**config.mk**
```make
export PLATFORM = sky130hd
export DESIGN_NAME = word_sprite_reader_flat
export DESIGN_NICKNAME = d
export VERILOG_FILES = /design/src/rtl/word_sprite_reader_if.sv /design/src/rtl/word_sprite_reader.sv /design/src/flat_wrapper.sv
export SDC_FILE = /design/constraint.sdc
export NUM_CORES = 1
export LEC_CHECK = 0
export BUFFER_PORTS_ARGS = -buffer_cell sky130_fd_sc_hd__buf_2
export CAP_MARGIN = 30
export CORE_MARGIN = 4
export CORE_UTILIZATION = 39
export DETAILED_ROUTE_END_ITERATION = 8
export GPL_TIMING_DRIVEN = 0
export PLACE_DENSITY = 0.85
export SLEW_MARGIN = 25
export SYNTH_ARGS = -nofsm -noshare
export SYNTH_HDL_FRONTEND = slang
export SYNTH_SLANG_ARGS = --single-unit
```
**constraint.sdc**
```tcl
create_clock -name clk -period 3.3 [get_ports clk]
set_input_delay 0.165 -clock clk [delete_from_list [all_inputs] [get_ports clk]]
set_output_delay 0.165 -clock clk [all_outputs]
set_load 0.1 [all_outputs]
```
**src/rtl/word_sprite_reader_if.sv**
```systemverilog
// Pixel-side bus of word_sprite_reader: VGA coordinate in, ROM row out/in,
// and the lit-pixel result towards the colour mux.
// master: the VGA/ROM side that drives coordinates and returns ROM rows.
// slave:  word_sprite_reader itself.
interface word_sprite_reader_if;
  logic [9:0]  pixel_x;
  logic [9:0]  pixel_y;
  logic        video_on;
  logic        frame_tick;
  logic        enable;
  logic [4:0]  rom_addr;
  logic [63:0] rom_data;
  logic        pix_on;
  logic [11:0] rgb;

  modport master (
    output pixel_x, pixel_y, video_on, frame_tick, enable, rom_data,
    input  rom_addr, pix_on, rgb
  );

  modport slave (
    input  pixel_x, pixel_y, video_on, frame_tick, enable, rom_data,
    output rom_addr, pix_on, rgb
  );
endinterface

```
**src/rtl/word_sprite_reader.sv**
```systemverilog
// word_sprite_reader: two-stage pipelined reader for the 32x64 word bitmap ROM.
// Stage 1 decides whether the pixel lies inside the word box and registers the
// ROM row address, the column index and a valid flag. Stage 2 picks the column
// bit out of the (combinational) ROM row and registers pix_on / rgb.
// Optional blinking is compiled in with the macro WORD_BLINK_EN.
module word_sprite_reader #(
  parameter int          X0           = 288,
  parameter int          Y0           = 224,
  parameter int          SCALE_LOG2   = 0,
  parameter logic [11:0] COLOR        = 12'hFFF,
  parameter int          BLINK_FRAMES = 30
) (
  input logic                 clk,
  input logic                 reset,
  word_sprite_reader_if.slave bus
);

  // Box bounds are held one bit wider than the coordinates so that the
  // exclusive right/bottom edge never wraps for boxes touching column 1023.
  localparam logic [10:0] X_LO   = 11'(X0);
  localparam logic [10:0] X_HI   = 11'(X0 + (64 << SCALE_LOG2));
  localparam logic [10:0] Y_LO   = 11'(Y0);
  localparam logic [10:0] Y_HI   = 11'(Y0 + (32 << SCALE_LOG2));
  localparam logic [9:0]  X_BASE = 10'(X0);
  localparam logic [9:0]  Y_BASE = 10'(Y0);

  logic       in_box;
  logic [9:0] dx;
  logic [9:0] dy;
  logic [5:0] col_d;
  logic [4:0] row_d;
  logic [5:0] col_q;
  logic       vld_q;
  logic       show;
  logic       lit;

  // Box test and box-relative row/column; offsets are only used inside the box.
  always_comb begin
    in_box = ({1'b0, bus.pixel_x} >= X_LO) && ({1'b0, bus.pixel_x} < X_HI) &&
             ({1'b0, bus.pixel_y} >= Y_LO) && ({1'b0, bus.pixel_y} < Y_HI);
    dx     = bus.pixel_x - X_BASE;
    dy     = bus.pixel_y - Y_BASE;
    col_d  = 6'(dx >> SCALE_LOG2);
    row_d  = 5'(dy >> SCALE_LOG2);
  end

  // Stage 1: register ROM row address, column and the gated valid flag.
  always_ff @(posedge clk) begin
    if (reset) begin
      bus.rom_addr <= '0;
      col_q        <= '0;
      vld_q        <= 1'b0;
    end else begin
      bus.rom_addr <= in_box ? row_d : 5'd0;
      col_q        <= in_box ? col_d : 6'd0;
      vld_q        <= in_box & bus.video_on & bus.enable;
    end
  end

  // Column 0 is the leftmost pixel and lives in the MSB of the ROM row.
  always_comb begin
    lit = vld_q & bus.rom_data[6'd63 - col_q] & show;
  end

  // Stage 2: register the lit flag and its colour for the pixel mux.
  always_ff @(posedge clk) begin
    if (reset) begin
      bus.pix_on <= 1'b0;
      bus.rgb    <= '0;
    end else begin
      bus.pix_on <= lit;
      bus.rgb    <= lit ? COLOR : 12'h000;
    end
  end

`ifdef WORD_BLINK_EN
  localparam int CNT_W = (BLINK_FRAMES > 1) ? $clog2(BLINK_FRAMES) : 1;

  logic [CNT_W-1:0] cnt;

  // Frame counter: toggles show every BLINK_FRAMES frame ticks.
  always_ff @(posedge clk) begin
    if (reset) begin
      cnt  <= '0;
      show <= 1'b1;
    end else if (bus.frame_tick) begin
      if (cnt == CNT_W'(BLINK_FRAMES - 1)) begin
        cnt  <= '0;
        show <= ~show;
      end else begin
        cnt <= cnt + CNT_W'(1);
      end
    end
  end
`else
  logic unused_frame_tick;

  assign show              = 1'b1;
  assign unused_frame_tick = bus.frame_tick;
`endif

endmodule

```
**src/flat_wrapper.sv**
```systemverilog
// flat-port wrapper written by rule: the top's interface ports become plain ports
module word_sprite_reader_flat 
#(
  parameter int          X0           = 288,
  parameter int          Y0           = 224,
  parameter int          SCALE_LOG2   = 0,
  parameter logic [11:0] COLOR        = 12'hFFF,
  parameter int          BLINK_FRAMES = 30
)
  (clk, reset, bus_pixel_x, bus_pixel_y, bus_video_on, bus_frame_tick, bus_enable, bus_rom_data, bus_rom_addr, bus_pix_on, bus_rgb);
  word_sprite_reader_if bus_i ();
  input logic clk;
  input logic reset;
  input wire logic [$bits(bus_i.pixel_x)-1:0] bus_pixel_x;
  input wire logic [$bits(bus_i.pixel_y)-1:0] bus_pixel_y;
  input wire logic [$bits(bus_i.video_on)-1:0] bus_video_on;
  input wire logic [$bits(bus_i.frame_tick)-1:0] bus_frame_tick;
  input wire logic [$bits(bus_i.enable)-1:0] bus_enable;
  input wire logic [$bits(bus_i.rom_data)-1:0] bus_rom_data;
  output wire logic [$bits(bus_i.rom_addr)-1:0] bus_rom_addr;
  output wire logic [$bits(bus_i.pix_on)-1:0] bus_pix_on;
  output wire logic [$bits(bus_i.rgb)-1:0] bus_rgb;
  assign bus_i.pixel_x = bus_pixel_x;
  assign bus_i.pixel_y = bus_pixel_y;
  assign bus_i.video_on = bus_video_on;
  assign bus_i.frame_tick = bus_frame_tick;
  assign bus_i.enable = bus_enable;
  assign bus_i.rom_data = bus_rom_data;
  assign bus_rom_addr = bus_i.rom_addr;
  assign bus_pix_on = bus_i.pix_on;
  assign bus_rgb = bus_i.rgb;
  word_sprite_reader #(.X0(X0), .Y0(Y0), .SCALE_LOG2(SCALE_LOG2), .COLOR(COLOR), .BLINK_FRAMES(BLINK_FRAMES)) u_core (.clk(clk), .reset(reset), .bus(bus_i));
endmodule
```
Yosys cells after proc, flatten, opt, wreduce, memory -nomap -nowiden
Index checks and enable logic that the tools add are counted.

Flip-flop bits (word level): 25. Latch bits: 0. Bits in writable memories: 0. Memory bits (read-only): 0. Input port bits: 89. Output and inout bits: 18. Word-level logic and storage cells: 24. Memories kept: 0.

Add/sub/neg operators: 3. Multipliers: 0. Divide/modulo/power cells: 0. Order comparisons: 5. Eq/ne operators: 0. Shift-type cells: 0. Mux-type cells: 3. Bitwise gates (word level): 4. Reductions and logical operators: 4.

Operators with widths (number): $lt 10x9->1 const B (2); $mux 12 (1); $ge 10x8->1 const B (1); $ge 10x9->1 const B (1); $lt 6x7->1 const B (1); $bmux 1 s6 (1); $sub 6x6->6 const A (1); $sub 6x6->6 const B (1); $sub 5x1->5 const B (1); $and 1x1->1 (3); $logic_and 1x1->1 (3); $reduce_or 2->1 (1); $mux 1 (1); $not 1->1 (1).

Longest topological paths before layout
Word-level depth: 6. Gate-level depth with buffers: 7. Gate-level depth less buffers: 5.

Worst setup path before layout
Ideal clock, no wire load.

Path type: flip-flop to output port. Start: reg u_core.bus.rgb[10] (netlist name). End: out bus_rgb[0]. Arrival time: 1.554 ns. Data required time: 3.135 ns. Path slack: 1.581 ns. Cell stages (with the launch flop): 2. Path buffers: 1. Cells stage by stage: dfxtp_1 > buf_4.

RTL lines: to (decl) (RTL line flat_wrapper.sv:22) `output wire logic [$bits(bus_i.rgb)-1:0] bus_rgb;`.

Worst setup path in the final report
Start: reg u_core.col_q[2]. End: reg u_core.bus.rgb[10].

Cells in the longest elaborated chain, start to end: 5.

Ends and longest elaborated chain: from (decl) (RTL line word_sprite_reader.sv:32) `logic [5:0] col_q;`; from (signal assigned) (RTL line word_sprite_reader.sv:55) `col_q <= in_box ? col_d : 6'd0;`; $sub 6x6->6 (RTL line word_sprite_reader.sv:62) `lit = vld_q & bus.rom_data[6'd63 - col_q] & show;`; $bmux 1 s6 (RTL line word_sprite_reader.sv:62); $mux 1 (not written as such) (RTL line word_sprite_reader.sv:62); $and 1x1->1 (RTL line word_sprite_reader.sv:62); $mux 12 (RTL line word_sprite_reader.sv:72) `bus.rgb <= lit ? COLOR : 12'h000;`; to (signal assigned) (RTL line word_sprite_reader.sv:72); to (decl) (RTL line word_sprite_reader_if.sv:23) `output rom_addr, pix_on, rgb`.

Every way passes these cells. The select of a mux whose other input is x is not followed. A chain may end at the register's enable or synchronous reset.

==> Flow_metrics.wiki <==
{| class="wikitable"
! Metric !! Value
|-
| Remaining antenna violation count || 0
|-
| Headroom to the max-slew limit || 67.4%
|-
| HPWL Detailed || 2.66 mm
|-
| Cell Rows || 19
|-
| Post-synthesis share of cell area spent on full adders, half adders and majority gates || 0%
|-
| Post-CTS setup repair buffer count || 0
|-
| Met2 Use GR || 30.7%
|-
| Top-level I/O count || 107
|-
| Number of gates resized after CTS || 0
|-
| Routed wire per std cell || 12.8 µm
|-
| Setup Crit Path Kind || reg -> reg
|-
| CTS Buf Count || 3
|-
| Class of the tightest hold or removal check || in -> reg
|-
| Total DRC errors in the routed layout || 0
|-
| Later-pin clock latency in the skew report || 260 ps
|-
| Largest fanout on the critical path || 6
|-
| Critical path capture point type || register
|-
| Timing-limited maximum frequency || 619 MHz
|-
| Remaining Overflow, GRT || 0
|-
| Mean instance size in the synthesized netlist || 12.4 µm²
|-
| Total number of clock tree sinks || 13
|-
| Hold-fix buffer count after cts || 0
|-
| Source of the worst register-to-register timing path || u_core.col_q[2]
|-
| First-pass GRT wire length || 4.23 mm
|-
| Horizontal die dimension || 61.5 µm
|-
| Number of cells in the finished layout apart from fillers || 230
|-
| Crit share post-route || 48.9%
|-
| Overall via count from detail_route || 1,116
|-
| Total wire length after detailed routing || 2.94 mm
|-
| Crit path capture || u_core.bus.rgb[10]
|-
| Reg2reg end || u_core.bus.rgb[10]
|-
| Met1 capacity usage during global routing || 14.2%
|-
| Number of buffers between clock root and the deepest sink || 2
|-
| Number of H-tree branching levels || 1
|-
| Count of antenna diodes in the layout || 0
|-
| Clock root buffer master || sky130_fd_sc_hd__clkbuf_4
|-
| Minimum setup slack among reg-to-reg paths || 1690 ps
|-
| Power share of the clock group || 29.1%
|-
| Growth of design area from synthesis to finish || 53.1%
|-
| Worst vdd rail ir drop || 332 µV
|-
| Number of input and output port buffers inserted || 105
|-
| Sequential share of power || 49.0%
|-
| Busiest metal layer after global routing || met2
|-
| Post-DR vias/cell || 4.85
|-
| Cell variety after synth || 26
|-
| Finished layout cell area || 1710 µm²
|-
| TritonCTS clock tree || done
|-
| Number of iterations in the first detailed-routing pass || 4
|-
| Tightest Pin Transition || 492 ps
|-
| Initial standard-cell utilization of the core || 40.8%
|-
| Most frequent standard cell in the layout excluding fill and tap cells || sky130_fd_sc_hd__buf_2
|-
| Xor and xnor area share after synthesis || 0.786%
|-
| Compound-Gate Fraction of Synth Area || 3.82%
|-
| Met3 global-route usage || 7.13%
|-
| RSZ-0062 raised after global routing || no
|-
| Worst clock skew || 1.75 ps
|-
| Number of endpoints failing setup at the final stage || 0
|-
| Commonest cells after routing, fill and taps aside || sky130_fd_sc_hd__buf_2 (105), sky130_fd_sc_hd__buf_4 (14), sky130_fd_sc_hd__dfxtp_1 (13), sky130_fd_sc_hd__and2_1 (10), sky130_fd_sc_hd__mux4_2 (9)
|-
| Total negative slack for setup checks || 0 ps
|-
| DIE HEIGHT || 61.5 µm
|-
| Comb pwr share || 22.0%
|-
| Pin count of the biggest net entering global routing || 14
|-
| Required time of the worst setup path || 3460 ps
|-
| Clock transition at the registers of the reported paths || 80 ps
|-
| Post-Synthesis Cells || 90
|-
| Sequential share of the synthesized area || 23.3%
|-
| Flops & latches, synth || 13
|-
| CP startpoint || u_core.col_q[2]
|-
| Utilization of the core after routing || 62.4%
|-
| Area fraction in and, or, nand and nor cells after synthesis || 16.6%
|-
| Placed Instances || 226
|-
| Initial DRC count || 22
|-
| Final critical delay including setup and external delays || 1610 ps
|-
| Number of filler cells placed in the layout || 233
|-
| Fraction of power spent switching nets || 20.9%
|-
| Total number of yosys warnings || 0
|-
| Number of nets in the synthesized netlist || 179
|-
| RD Place Congestion || 0.652
|-
| Share of synthesized area spent on multiplexers || 40.1%
|-
| Max Cap Violations || 0
|-
| Critical path startpoint category || register
|-
| Placeable core region || 2730 µm²
|-
| Gr usage total || 15.1%
|-
| Via count of the first global-routing pass || 1,042
|-
| Initial antenna violation count || 0
|-
| Leakage component of the power || 0.859 nW
|-
| Data arrival time of the critical path || 1780 ps
|-
| Netlist area before placement || 1110 µm²
|-
| Total power || 0.320 mW
|-
| Internal cell power || 0.253 mW
|-
| Fraction of layout cells with a size suffix above 1 || 70.4%
|-
| Power density over cell area || 188 nW/µm²
|-
| Max Transition Viols Final || 0
|-
| Number of nets in the layout || 289
|-
| Cell Area, Placed || 1680 µm²
|-
| Final number of hold-violating endpoints || 0
|-
| Logic depth of the worst register-to-register path || 6
|-
| Net Switching || 0.0668 mW
|-
| Status || completed
|-
| Main combinational cell family by area after synthesis || multiplexers
|-
| Floorplan die area || 3780 µm²
|}
[per-layer routing]
| metal | up-vias | share of wire [%] |
|---|---|---|
| met4 | 0 | 0 |
| met2 | 61 | 54 |
| met5 | - | 0 |
| met3 | 0 | 15 |
| met1 | 499 | 31 |
| li1 | 556 | - |
[area by class of cell]
type	instances	area [µm²]	share of cell area [%]
Multi-Input combinational cell	58	683	40.0
Buffer	19	171	10.0
Tap cell	31	38.8	2.27
Clock buffer	3	22.5	1.32
Clock inverter	1	5.00	0.293
Sequential cell	13	260	15.2
Timing Repair Buffer	105	526	30.8
[synthesized netlist by cell type]
cell type | number | area share (%)
sky130_fd_sc_hd__nand2b_1 | 2 | 1.1
sky130_fd_sc_hd__and3_1 | 1 | 0.56
sky130_fd_sc_hd__xnor2_1 | 1 | 0.79
sky130_fd_sc_hd__nand3b_1 | 2 | 1.3
sky130_fd_sc_hd__nand4b_1 | 1 | 0.79
sky130_fd_sc_hd__and2_1 | 10 | 5.6
sky130_fd_sc_hd__and4bb_2 | 1 | 1.1
sky130_fd_sc_hd__clkbuf_1 | 1 | 0.34
sky130_fd_sc_hd__buf_12 | 2 | 3.6
sky130_fd_sc_hd__nor2_1 | 2 | 0.67
sky130_fd_sc_hd__nor3b_1 | 1 | 0.67
sky130_fd_sc_hd__mux2i_1 | 6 | 5.4
sky130_fd_sc_hd__mux4_2 | 9 | 18
sky130_fd_sc_hd__nand2_1 | 4 | 1.3
sky130_fd_sc_hd__buf_6 | 2 | 2.0
sky130_fd_sc_hd__o22ai_1 | 1 | 0.56
sky130_fd_sc_hd__nor4_1 | 1 | 0.56
sky130_fd_sc_hd__o211ai_2 | 1 | 1.1
sky130_fd_sc_hd__buf_4 | 14 | 9.4
sky130_fd_sc_hd__a2111oi_2 | 1 | 1.3
sky130_fd_sc_hd__nor3_1 | 2 | 0.90
sky130_fd_sc_hd__nor2b_1 | 1 | 0.56
sky130_fd_sc_hd__dfxtp_1 | 13 | 23
sky130_fd_sc_hd__nand3_1 | 3 | 1.3
sky130_fd_sc_hd__o21ai_2 | 1 | 0.79
sky130_fd_sc_hd__mux4_1 | 7 | 16
[per-stage QoR]
stage	hold WS (ps)	setup slack, ps
after floorplan	237	1580
after global placement	355	1710
after detailed placement	360	1690
after CTS	68.4	1670
after global routing	66.5	1580
final	76.3	1690
[how the worst min path moves through the flow]
stage	from	endpoint	depth (start not counted)
3_3_place_gp	bus_pixel_x[5]	u_core.col_q[5]	2
5_1_grt	bus_pixel_x[5]	u_core.col_q[5]	2
2_1_floorplan	bus_pixel_x[5]	u_core.col_q[5]	1
4_1_cts	bus_pixel_x[5]	u_core.col_q[5]	2
6_report	bus_pixel_x[5]	u_core.col_q[5]	2
3_5_place_dp	bus_pixel_x[5]	u_core.col_q[5]	2
[power groups by stage]
stage / logic [mW] / clock network (mW) / registers (mW)
4_1_cts: 0.0712 / 0.0977 / 0.157
5_1_grt: 0.0775 / 0.108 / 0.157
6_report: 0.0703 / 0.0930 / 0.157
3_5_place_dp: 0.0711 / 0 / 0.161
2_1_floorplan: 0.0205 / 0 / 0.161
3_3_place_gp: 0.0672 / 0 / 0.161
[worst max-delay path, cell delays in order (launching register included)]
cell and delay (ps):
sky130_fd_sc_hd__dfxtp_1 340, sky130_fd_sc_hd__buf_6 140, sky130_fd_sc_hd__mux4_1 550, sky130_fd_sc_hd__mux2i_1 160
sky130_fd_sc_hd__nand2_1 90, sky130_fd_sc_hd__o211ai_2 160, sky130_fd_sc_hd__o21ai_2 70
[kinds of logic after synthesis]
group,after synthesis
flops,13
buf+inv,19
simple gates,31
compound gates,4
mux,22
xor+xnor,1
[state kept, by name, indices dropped and copies added (netlist names)]
register and count:
u_core.col_q 6, u_core.bus.rom_addr 5, u_core.bus.rgb 1, u_core.vld_q 1
No activity file was read; power rests on OpenSTA's default activity.
